==> src/rtl/vga_pkg.sv <==
// Shared VGA definitions: default 640x480@60 timing, pattern mode encodings
// and a small window-decode helper used by the timing generator.
package vga_pkg;

  localparam int unsigned CntW = 11;

  localparam int unsigned H_DISPLAY_DEF = 640;
  localparam int unsigned H_FP_DEF      = 16;
  localparam int unsigned H_SYNC_DEF    = 96;
  localparam int unsigned H_BP_DEF      = 48;
  localparam int unsigned V_DISPLAY_DEF = 480;
  localparam int unsigned V_FP_DEF      = 10;
  localparam int unsigned V_SYNC_DEF    = 2;
  localparam int unsigned V_BP_DEF      = 33;
  localparam int unsigned PIX_W_DEF     = 4;
  localparam int unsigned CHK_LOG2_DEF  = 5;

  localparam logic [2:0] MODE_CHECKER = 3'd0;
  localparam logic [2:0] MODE_WHITE   = 3'd1;
  localparam logic [2:0] MODE_HSPLIT  = 3'd2;
  localparam logic [2:0] MODE_VSPLIT  = 3'd3;
  localparam logic [2:0] MODE_GRAD    = 3'd4;

  // True while lo <= pos < lo + len.
  function automatic logic in_window(input logic [CntW-1:0] pos, input int unsigned lo,
                                     input int unsigned len);
    int unsigned p;
    p = 32'(pos);
    return (p >= lo) && (p < lo + len);
  endfunction

endpackage

==> src/rtl/vga_pattern_gen_if.sv <==
// Video bundle between the pattern generator (master) and a display sink (slave).
interface vga_pattern_gen_if
  import vga_pkg::*;
#(
  parameter int unsigned PIX_W = PIX_W_DEF
) ();

  logic [2:0]       mode;
  logic             invert;
  logic             hsync;
  logic             vsync;
  logic             de;
  logic [PIX_W-1:0] video;
  logic [CntW-1:0]  x;
  logic [CntW-1:0]  y;
  logic             frame_start;

  modport master (
    input  mode, invert,
    output hsync, vsync, de, video, x, y, frame_start
  );

  modport slave (
    output mode, invert,
    input  hsync, vsync, de, video, x, y, frame_start
  );

endinterface

==> src/rtl/vga_timing.sv <==
// Raster counters plus registered sync/de/position decode. Reusable by any
// color generator that registers its pixel from h_o/v_o with the same latency.
module vga_timing
  import vga_pkg::*;
#(
  parameter int unsigned H_DISPLAY = H_DISPLAY_DEF,
  parameter int unsigned H_FP      = H_FP_DEF,
  parameter int unsigned H_SYNC    = H_SYNC_DEF,
  parameter int unsigned H_BP      = H_BP_DEF,
  parameter int unsigned V_DISPLAY = V_DISPLAY_DEF,
  parameter int unsigned V_FP      = V_FP_DEF,
  parameter int unsigned V_SYNC    = V_SYNC_DEF,
  parameter int unsigned V_BP      = V_BP_DEF,
  parameter bit          H_POL     = 1'b0,
  parameter bit          V_POL     = 1'b0
) (
  input  logic            clk_25mhz,
  input  logic            reset,
  output logic [CntW-1:0] h_o,
  output logic [CntW-1:0] v_o,
  output logic            active_o,
  output logic            frame_end_o,
  output logic            hsync_o,
  output logic            vsync_o,
  output logic            de_o,
  output logic            frame_start_o,
  output logic [CntW-1:0] x_o,
  output logic [CntW-1:0] y_o
);

  localparam int unsigned HTotal = H_DISPLAY + H_FP + H_SYNC + H_BP;
  localparam int unsigned VTotal = V_DISPLAY + V_FP + V_SYNC + V_BP;

  localparam logic [CntW-1:0] HLast = CntW'(HTotal - 1);
  localparam logic [CntW-1:0] VLast = CntW'(VTotal - 1);
  localparam logic [CntW-1:0] HDisp = CntW'(H_DISPLAY);
  localparam logic [CntW-1:0] VDisp = CntW'(V_DISPLAY);

  logic [CntW-1:0] h_q, h_d, v_q, v_d;
  logic [CntW-1:0] x_q, x_d, y_q, y_d;
  logic            hsync_q, hsync_d, vsync_q, vsync_d;
  logic            de_q, de_d, fs_q, fs_d;
  logic            h_end, v_end;

  always_comb begin
    h_end = (h_q == HLast);
    v_end = (v_q == VLast);
    h_d   = h_end ? '0 : h_q + 1'b1;
    v_d   = v_q;
    if (h_end) begin
      v_d = v_end ? '0 : v_q + 1'b1;
    end
    de_d    = (h_q < HDisp) && (v_q < VDisp);
    hsync_d = in_window(h_q, H_DISPLAY + H_FP, H_SYNC) ? H_POL : ~H_POL;
    vsync_d = in_window(v_q, V_DISPLAY + V_FP, V_SYNC) ? V_POL : ~V_POL;
    fs_d    = (h_q == '0) && (v_q == '0);
    x_d     = de_d ? h_q : '0;
    y_d     = de_d ? v_q : '0;
  end

  always_ff @(posedge clk_25mhz or posedge reset) begin
    if (reset) begin
      h_q     <= '0;
      v_q     <= '0;
      x_q     <= '0;
      y_q     <= '0;
      hsync_q <= ~H_POL;
      vsync_q <= ~V_POL;
      de_q    <= 1'b0;
      fs_q    <= 1'b0;
    end else begin
      h_q     <= h_d;
      v_q     <= v_d;
      x_q     <= x_d;
      y_q     <= y_d;
      hsync_q <= hsync_d;
      vsync_q <= vsync_d;
      de_q    <= de_d;
      fs_q    <= fs_d;
    end
  end

  // Unregistered counter state, so a generator can register its pixel alongside ours.
  assign h_o         = h_q;
  assign v_o         = v_q;
  assign active_o    = de_d;
  assign frame_end_o = h_end && v_end;

  assign hsync_o       = hsync_q;
  assign vsync_o       = vsync_q;
  assign de_o          = de_q;
  assign frame_start_o = fs_q;
  assign x_o           = x_q;
  assign y_o           = y_q;

endmodule

==> src/rtl/vga_pattern_gen.sv <==
// Test-pattern generator: frame-latched mode/invert select, registered video
// aligned with the timing outputs of vga_timing.
module vga_pattern_gen
  import vga_pkg::*;
#(
  parameter int unsigned H_DISPLAY = H_DISPLAY_DEF,
  parameter int unsigned H_FP      = H_FP_DEF,
  parameter int unsigned H_SYNC    = H_SYNC_DEF,
  parameter int unsigned H_BP      = H_BP_DEF,
  parameter int unsigned V_DISPLAY = V_DISPLAY_DEF,
  parameter int unsigned V_FP      = V_FP_DEF,
  parameter int unsigned V_SYNC    = V_SYNC_DEF,
  parameter int unsigned V_BP      = V_BP_DEF,
  parameter bit          H_POL     = 1'b0,
  parameter bit          V_POL     = 1'b0,
  parameter int unsigned PIX_W     = PIX_W_DEF,
  parameter int unsigned CHK_LOG2  = CHK_LOG2_DEF
) (
  input logic              clk_25mhz,
  input logic              reset,
  vga_pattern_gen_if.master vga
);

  // Gradient spans the 1024-wide h range over 2^PIX_W levels.
  localparam int unsigned GradShift = (PIX_W >= 10) ? 0 : 10 - PIX_W;

  localparam logic [CntW-1:0] HHalf = CntW'(H_DISPLAY / 2);
  localparam logic [CntW-1:0] VHalf = CntW'(V_DISPLAY / 2);

  logic [CntW-1:0]  h, v;
  logic             active, frame_end;
  logic [2:0]       mode_q, mode_d;
  logic             invert_q, invert_d;
  logic [PIX_W-1:0] pat, video_d, video_q;

  vga_timing #(
    .H_DISPLAY (H_DISPLAY),
    .H_FP      (H_FP),
    .H_SYNC    (H_SYNC),
    .H_BP      (H_BP),
    .V_DISPLAY (V_DISPLAY),
    .V_FP      (V_FP),
    .V_SYNC    (V_SYNC),
    .V_BP      (V_BP),
    .H_POL     (H_POL),
    .V_POL     (V_POL)
  ) u_timing (
    .clk_25mhz     (clk_25mhz),
    .reset         (reset),
    .h_o           (h),
    .v_o           (v),
    .active_o      (active),
    .frame_end_o   (frame_end),
    .hsync_o       (vga.hsync),
    .vsync_o       (vga.vsync),
    .de_o          (vga.de),
    .frame_start_o (vga.frame_start),
    .x_o           (vga.x),
    .y_o           (vga.y)
  );

  always_comb begin
    // Selects only change on the last pixel, so a frame is never mixed.
    mode_d   = mode_q;
    invert_d = invert_q;
    if (frame_end) begin
      mode_d   = vga.mode;
      invert_d = vga.invert;
    end

    pat = '0;
    case (mode_q)
      MODE_CHECKER: pat = {PIX_W{h[CHK_LOG2] ^ v[CHK_LOG2]}};
      MODE_WHITE:   pat = '1;
      MODE_HSPLIT:  pat = {PIX_W{h < HHalf}};
      MODE_VSPLIT:  pat = {PIX_W{v < VHalf}};
      MODE_GRAD:    pat = PIX_W'(h >> GradShift);
      default:      pat = '0;
    endcase

    video_d = active ? (pat ^ {PIX_W{invert_q}}) : '0;
  end

  always_ff @(posedge clk_25mhz or posedge reset) begin
    if (reset) begin
      mode_q   <= MODE_CHECKER;
      invert_q <= 1'b0;
      video_q  <= '0;
    end else begin
      mode_q   <= mode_d;
      invert_q <= invert_d;
      video_q  <= video_d;
    end
  end

  assign vga.video = video_q;

endmodule

==> src/flat_wrapper.sv <==
// flat-port wrapper written by rule: the top's interface ports become plain ports
module vga_pattern_gen_flat import vga_pkg::*;
#(
  parameter int unsigned H_DISPLAY = H_DISPLAY_DEF,
  parameter int unsigned H_FP      = H_FP_DEF,
  parameter int unsigned H_SYNC    = H_SYNC_DEF,
  parameter int unsigned H_BP      = H_BP_DEF,
  parameter int unsigned V_DISPLAY = V_DISPLAY_DEF,
  parameter int unsigned V_FP      = V_FP_DEF,
  parameter int unsigned V_SYNC    = V_SYNC_DEF,
  parameter int unsigned V_BP      = V_BP_DEF,
  parameter bit          H_POL     = 1'b0,
  parameter bit          V_POL     = 1'b0,
  parameter int unsigned PIX_W     = PIX_W_DEF,
  parameter int unsigned CHK_LOG2  = CHK_LOG2_DEF
)
  (clk_25mhz, reset, vga_mode, vga_invert, vga_hsync, vga_vsync, vga_de, vga_video, vga_x, vga_y, vga_frame_start);
  vga_pattern_gen_if #(.PIX_W(PIX_W)) vga_i ();
  input logic clk_25mhz;
  input logic reset;
  input wire logic [$bits(vga_i.mode)-1:0] vga_mode;
  input wire logic [$bits(vga_i.invert)-1:0] vga_invert;
  output wire logic [$bits(vga_i.hsync)-1:0] vga_hsync;
  output wire logic [$bits(vga_i.vsync)-1:0] vga_vsync;
  output wire logic [$bits(vga_i.de)-1:0] vga_de;
  output wire logic [$bits(vga_i.video)-1:0] vga_video;
  output wire logic [$bits(vga_i.x)-1:0] vga_x;
  output wire logic [$bits(vga_i.y)-1:0] vga_y;
  output wire logic [$bits(vga_i.frame_start)-1:0] vga_frame_start;
  assign vga_i.mode = vga_mode;
  assign vga_i.invert = vga_invert;
  assign vga_hsync = vga_i.hsync;
  assign vga_vsync = vga_i.vsync;
  assign vga_de = vga_i.de;
  assign vga_video = vga_i.video;
  assign vga_x = vga_i.x;
  assign vga_y = vga_i.y;
  assign vga_frame_start = vga_i.frame_start;
  vga_pattern_gen #(.H_DISPLAY(H_DISPLAY), .H_FP(H_FP), .H_SYNC(H_SYNC), .H_BP(H_BP), .V_DISPLAY(V_DISPLAY), .V_FP(V_FP), .V_SYNC(V_SYNC), .V_BP(V_BP), .H_POL(H_POL), .V_POL(V_POL), .PIX_W(PIX_W), .CHK_LOG2(CHK_LOG2)) u_core (.clk_25mhz(clk_25mhz), .reset(reset), .vga(vga_i));
endmodule
==> config.mk <==
export PLATFORM = sky130hd
export DESIGN_NAME = vga_pattern_gen_flat
export DESIGN_NICKNAME = d
export VERILOG_FILES = /design/src/rtl/vga_pkg.sv /design/src/rtl/vga_pattern_gen_if.sv /design/src/rtl/vga_timing.sv /design/src/rtl/vga_pattern_gen.sv /design/src/flat_wrapper.sv
export SDC_FILE = /design/constraint.sdc
export NUM_CORES = 1
export LEC_CHECK = 0
export CAP_MARGIN = 0
export CELL_PAD_IN_SITES_DETAIL_PLACEMENT = 1
export CELL_PAD_IN_SITES_GLOBAL_PLACEMENT = 1
export CORE_UTILIZATION = 37
export DETAILED_ROUTE_END_ITERATION = 16
export PLACE_DENSITY_LB_ADDON = 0.08
export SETUP_SLACK_MARGIN = 0.4
export SLEW_MARGIN = 0
export SYNTH_ARGS = -nofsm -noshare
export SYNTH_HDL_FRONTEND = slang
export SYNTH_SLANG_ARGS = --single-unit
==> constraint.sdc <==
create_clock -name clk_25mhz -period 2.77 [get_ports clk_25mhz]
set_clock_uncertainty 0.1 [all_clocks]
set_input_delay 0.6925 -clock clk_25mhz [delete_from_list [all_inputs] [get_ports clk_25mhz]]
set_output_delay 0.6925 -clock clk_25mhz [all_outputs]
set_load 0.05 [all_outputs]
* Word level (Yosys, flattened, before mapping)
Index checks and enable logic that the tools add are counted.
W data, S select, Z words.
** Storage, ports and cells
- Input bits :: 6
- Flip-flop bits (word level) :: 56
** Cells by class
- Reduce and logical (&&, ||, !) cells :: 8
- Bitwise operators :: 2
- Equality and inequality tests :: 6
- Add/sub/neg operators :: 2
- $lt $le $gt $ge :: 8
- Multiplexer cells :: 8
** Operator list (number)
- $mux W11 :: 4
- $lt A11 B9 Y1 const B :: 3
- $add A11 B1 Y11 const B :: 2
- $eq A11 B10 Y1 const B :: 2
- $logic_not A11 Y1 :: 2
- $lt A11 B10 Y1 const B :: 2
- $pmux W4 S5 :: 1
- $ge A11 B10 Y1 const B :: 1
- $ge A11 B9 Y1 const B :: 1
- $lt A11 B8 Y1 const B :: 1
- $eq A3 B2 Y1 const B :: 2
- $logic_and A1 B1 Y1 :: 5
- $mux W4 :: 1
- $xor A4 B4 Y4 :: 1
- $eq A3 B1 Y1 const B :: 1
- $eq A3 B3 Y1 const B :: 1
- $logic_not A3 Y1 :: 1
- $mux W1 :: 2
- $xor A1 B1 Y1 :: 1

* Longest topological paths before layout
- Word-level depth :: 4
- Mapped depth :: 7
- Depth with buffers taken out :: 6

* Modules after synthesis
Synthesis repeated with hierarchy kept, for this count alone.
** Second synthesis, totals
- Cells, all modules :: 215
- Area, all modules :: 2452.4 sq um
** Modules (own cells, without submodules)
- vga_timing :: times used 1, area an instance 2024.4 sq um, cells an instance 175
- vga_pattern_gen :: times used 1, area an instance 427.9 sq um, cells an instance 40

* Least setup slack after synthesis
Ideal clock, no wire load.
- Path kind :: register to register
- Start point :: reg u_core.u_timing.h_q[5] (netlist: u_core.u_timing.h_o[5])
- End point :: reg u_core.u_timing.v_q[6] (netlist: u_core.u_timing.v_o[6])
- Clock period less this slack :: 2308 ps
- Library setup time :: 125 ps
- Path slack :: 462 ps
- Arrival :: 2084 ps
- Stages on the path, launching flop included :: 8
- Cells stage by stage :: dfrtp_1 buf_6 or3_1 buf_6 or3_4 buf_6 or4_4 xnor2_2
** Between the ends
- Word-level cells in the longest chain between the ends :: 1
** RTL lines
- start, declared :: RTL line vga_timing.sv:39 : logic [CntW-1:0] h_q, h_d, v_q, v_d;
- start signal, assigned :: RTL line vga_timing.sv:63 : h_q <= '0;
- start signal, assigned :: RTL line vga_timing.sv:72 : h_q <= h_d;
- $eq A11 B10 Y1 :: RTL line vga_timing.sv:46 : h_end = (h_q == HLast);
- end signal, assigned :: RTL line vga_timing.sv:73 : v_q <= v_d;
- end, declared :: RTL line vga_timing.sv:39
No other way between the ends.
A chain may end at the register's enable or synchronous reset.

* Worst setup path in the final report
- Start point :: reg u_core.u_timing.h_q[0] (netlist: u_core.u_timing.h_o[0])
- End point :: reg u_core.u_timing.v_q[6] (netlist: u_core.u_timing.v_o[6])
Same word-level chain as after synthesis.

==> impl_metrics.py <==
metrics = {
    "status": {
        "outcome": "complete, no violations",
    },
    "place": {
        "post-dp-hpwl_mm": 3.838,
        "dp_cells": 328,
        "io_buffers": 35,
        "pre_cts_ws_ns": 0.3839,
        "gp_congestion": 0.8219,
        "place_area_um2": 2932,
    },
    "sta": {
        "finalHoldViolCount": 0,
        "finalCritPeriodShare_pct": 81.10,
        "fmax_ghz": 0.4452,
        "slew_violations": 0,
        "max_slew_margin_pct": 44.60,
        "min_period_ns": 2.246,
        "tns_ns": 0,
        "grt_setup_unrepaired": "false",
        "worstMarginPinSlew_ns": 0.8100,
        "finalSetupViolCount": 0,
        "worst_slack_ns": 0.5236,
    },
    "finish": {
        "fin_cells": 336,
        "diodes": 0,
        "final_nets": 268,
        "final_layout_size_suffix_gt1_share_pct": 12.74,
        "postLayoutCellArea_um2": 3047,
        "syn_to_final_growth_pct": 23.42,
    },
    "worst_setup_path": {
        "required_ns": 2.87,
        "path_max_fanout": 7,
        "r2r_start": "u_core.u_timing.h_o[0]",
        "cp_cell_sequence": "ha_1 > nand4_1 > or3_4 > or4_4 > xnor2_2",
        "r2r_end": "u_core.u_timing.v_o[6]",
        "ff2ff_path_depth": 5,
        "slowest_delay_ns": 0.52,
        "slowest_stage": "or3_4",
        "r2r_slack_ns": 0.52,
        "cpLargestDelayFamily": "simple AND/OR/NAND/NOR gates",
        "critPathBufInv": 0,
        "cp-end-kind": "register",
        "critPathArrivalTime_ns": 2.34,
        "criticalPathCategory": "register to register",
        "start_kind": "register",
    },
    "floorplanning": {
        "die-area_um2": 7002,
        "core_area_um2": 6386,
        "die_x_um": 83.68,
        "die_h_um": 83.68,
        "initial_utilization_pct": 38.66,
        "ios": 36,
        "std_cell_rows": 29,
    },
    "global_route": {
        "antenna_found_initial": 0,
        "first_global_vias": 1831,
        "grtUsageTotal_pct": 17.01,
        "grt_pass1_wl_mm": 9.335,
        "grt_max_degree": 28,
        "gr-total-overflow": 0,
    },
    "routing": {
        "first_pass_iters": 4,
        "drtIter0Drc": 76,
        "wl_mm": 5.433,
        "viasPerCell": 5.167,
        "ant_nets": 0,
        "drt-wirelength-per-cell_um": 16.17,
        "vias": 1736,
        "drc": 0,
    },
    "synth": {
        "synth_seq_cells": 56,
        "seq_area_frac_synth_pct": 56.87,
        "yosysMostFrequentCell": "dfrtp_1",
        "ys_warn_count": 0,
        "ys_types": 46,
        "synth.area.top_cells": "dfrtp_1 55%, and2_1 3.3%, xnor2_1 3.2%",
        "async_flop_share_pct": 100.0,
        "synthTopCellsByCount": "54 x dfrtp_1, 14 x nor2_1, 13 x and2_1",
        "synth.largest_area_cell": "dfrtp_1",
        "syn_area_per_cell_um2": 11.43,
        "synth_edf_count": 0,
        "synth_cells": 216,
        "synth_ff_type": "dfrtp_1",
        "syn_area_um2": 2469,
        "yosys.area.top_type_share_pct": 54.74,
    },
    "job": {
        "maxCapViolCount": 0,
    },
    "cts": {
        "hold_buffers": 0,
        "numCtsBuffers": 5,
        "clock_path_buffers": 2,
        "postCtsSetupRepairBufs": 0,
        "clkLatencyLatePin_ns": 0.30,
        "clkTransAtPathRegs_ns": 0.10,
        "cts_max_level": 2,
        "clock-root-buffer": "clkbuf_8",
        "cts_sinks": 56,
        "cts_tree": "yes",
    },
    "power_and_ir_drop": {
        "p_per_area_nw_per_um2": 454.1,
        "peakVddDrop_uv": 321.7,
        "p_leak_nw": 1.310,
        "p_total_mw": 1.384,
    },
    "min_path": {
        "hold_path_depth": 1,
        "hp-start": "u_core.u_timing.h_o[0]",
        "min_path_type": "register to register",
        "whs_endpoint": "u_core.u_timing.h_o[0]",
    },
}
report_power, final:
group / internal (mW) / switching [mW] / leakage (nW)
combinational: 0.0137 / 0.0266 / 0.537
clock: 0.269 / 0.255 / 0.0552
sequential: 0.819 / 0.000548 / 0.718
total: 1.10 / 0.282 / 1.31
stage by stage:
stage	hold slack, ns	utilization [%]
CTS	0.4116	47.63
global placement	0.3825	45.91
detailed placement	0.3985	45.91
global route	0.4325	47.71
finish	0.4030	47.71
floorplan	0.3614	-
timing repair:
action / CTS / global route
cloned: 0 / 0
endpoints found under the setup margin: 6 / 1
hold endpoints to repair: 0 / 0
pin swaps: 0 / 1
resized for setup: 3 / 1
worst reg2reg max path, stage by stage, from the launching register on:
cell and delay [ns]:
dfrtp_1 0.41, ha_1 0.22, nand4_1 0.25, or3_4 0.52, or4_4 0.51, xnor2_2 0.14
final cells by class:
cell class	count	area, um^2
fillers	692	3339
multi-input cells	145	996.0
repair buffers	42	412.9
clock inverters	2	35.03
clock buffers	6	72.57
flip-flops and latches	56	1404
well taps	77	96.34
inverters	8	30.03
kinds of logic (layout without fill, tap and decap cells):
family / count (synthesis) / count (layout) / synth area share (%)
simple gates: 95 / 95 / 22.25
buf+inv: 17 / 58 / 3.497
mux: 10 / 10 / 4.257
fa+ha+maj: 4 / 4 / 2.027
other cells: 1 / 3 / 0.1519
flops: 56 / 56 / 56.87
compound gates: 17 / 17 / 4.968
xor+xnor: 16 / 16 / 5.981
layer usage:
metal | part of all wire [%] | vias up | GRT usage, % | routed length, um
li1 | - | 831 | - | -
met1 | 52 | 869 | 24.60 | 2837
met2 | 43 | 31 | 26.02 | 2355
met3 | 3.2 | 5 | 3.759 | 174
met4 | 1.2 | 0 | 4.160 | 65
met5 | 0 | - | 0 | 0
sequential cells by signal (all words and copies together) (netlist names):
signal,flops
u_core.u_timing.x_o,11
u_core.u_timing.v_o,11
u_core.u_timing.de_o,1
u_core.u_timing.y_o,11
u_core.u_timing.hsync_o,1
u_core.vga.video,4
u_core.u_timing.h_o,11
u_core.mode_q,3
u_core.u_timing.vsync_o,1
u_core.u_timing.frame_start_o,1
u_core.invert_q,1
cells in the final DEF (no fill, tap or decap), types with 3 or more instances in the layout:
cell type	count
inv_1	7
nand4_1	5
nor2b_1	3
a2111oi_0	5
mux2_2	4
clkbuf_8	5
conb_1	3
xnor2_1	9
clkdlybuf4s50_1	33
dfrtp_1	54
o21ai_0	4
buf_4	6
ha_1	4
mux2i_1	6
and2_1	13
nor4_1	11
nand3_1	11
nand2b_1	3
nor3_1	4
nor2_1	14
nand2_1	11
xor2_1	6
how the worst max path moves through the flow:
stage / from / endpoint / slack, ns / depth (start not counted)
4_1_cts: u_core.u_timing.h_o[5] / u_core.u_timing.v_o[6] / 0.45 / 4
3_3_place_gp: u_core.u_timing.h_o[5] / u_core.mode_q[0] / 0.45 / 4
2_1_floorplan: u_core.u_timing.h_o[5] / u_core.u_timing.v_o[6] / 0.46 / 7
3_5_place_dp: u_core.u_timing.h_o[5] / u_core.mode_q[0] / 0.38 / 4
6_report: u_core.u_timing.h_o[0] / u_core.u_timing.v_o[6] / 0.52 / 5
5_1_grt: u_core.u_timing.h_o[0] / u_core.u_timing.v_o[6] / 0.40 / 5
No activity file was read; power rests on OpenSTA's default activity.
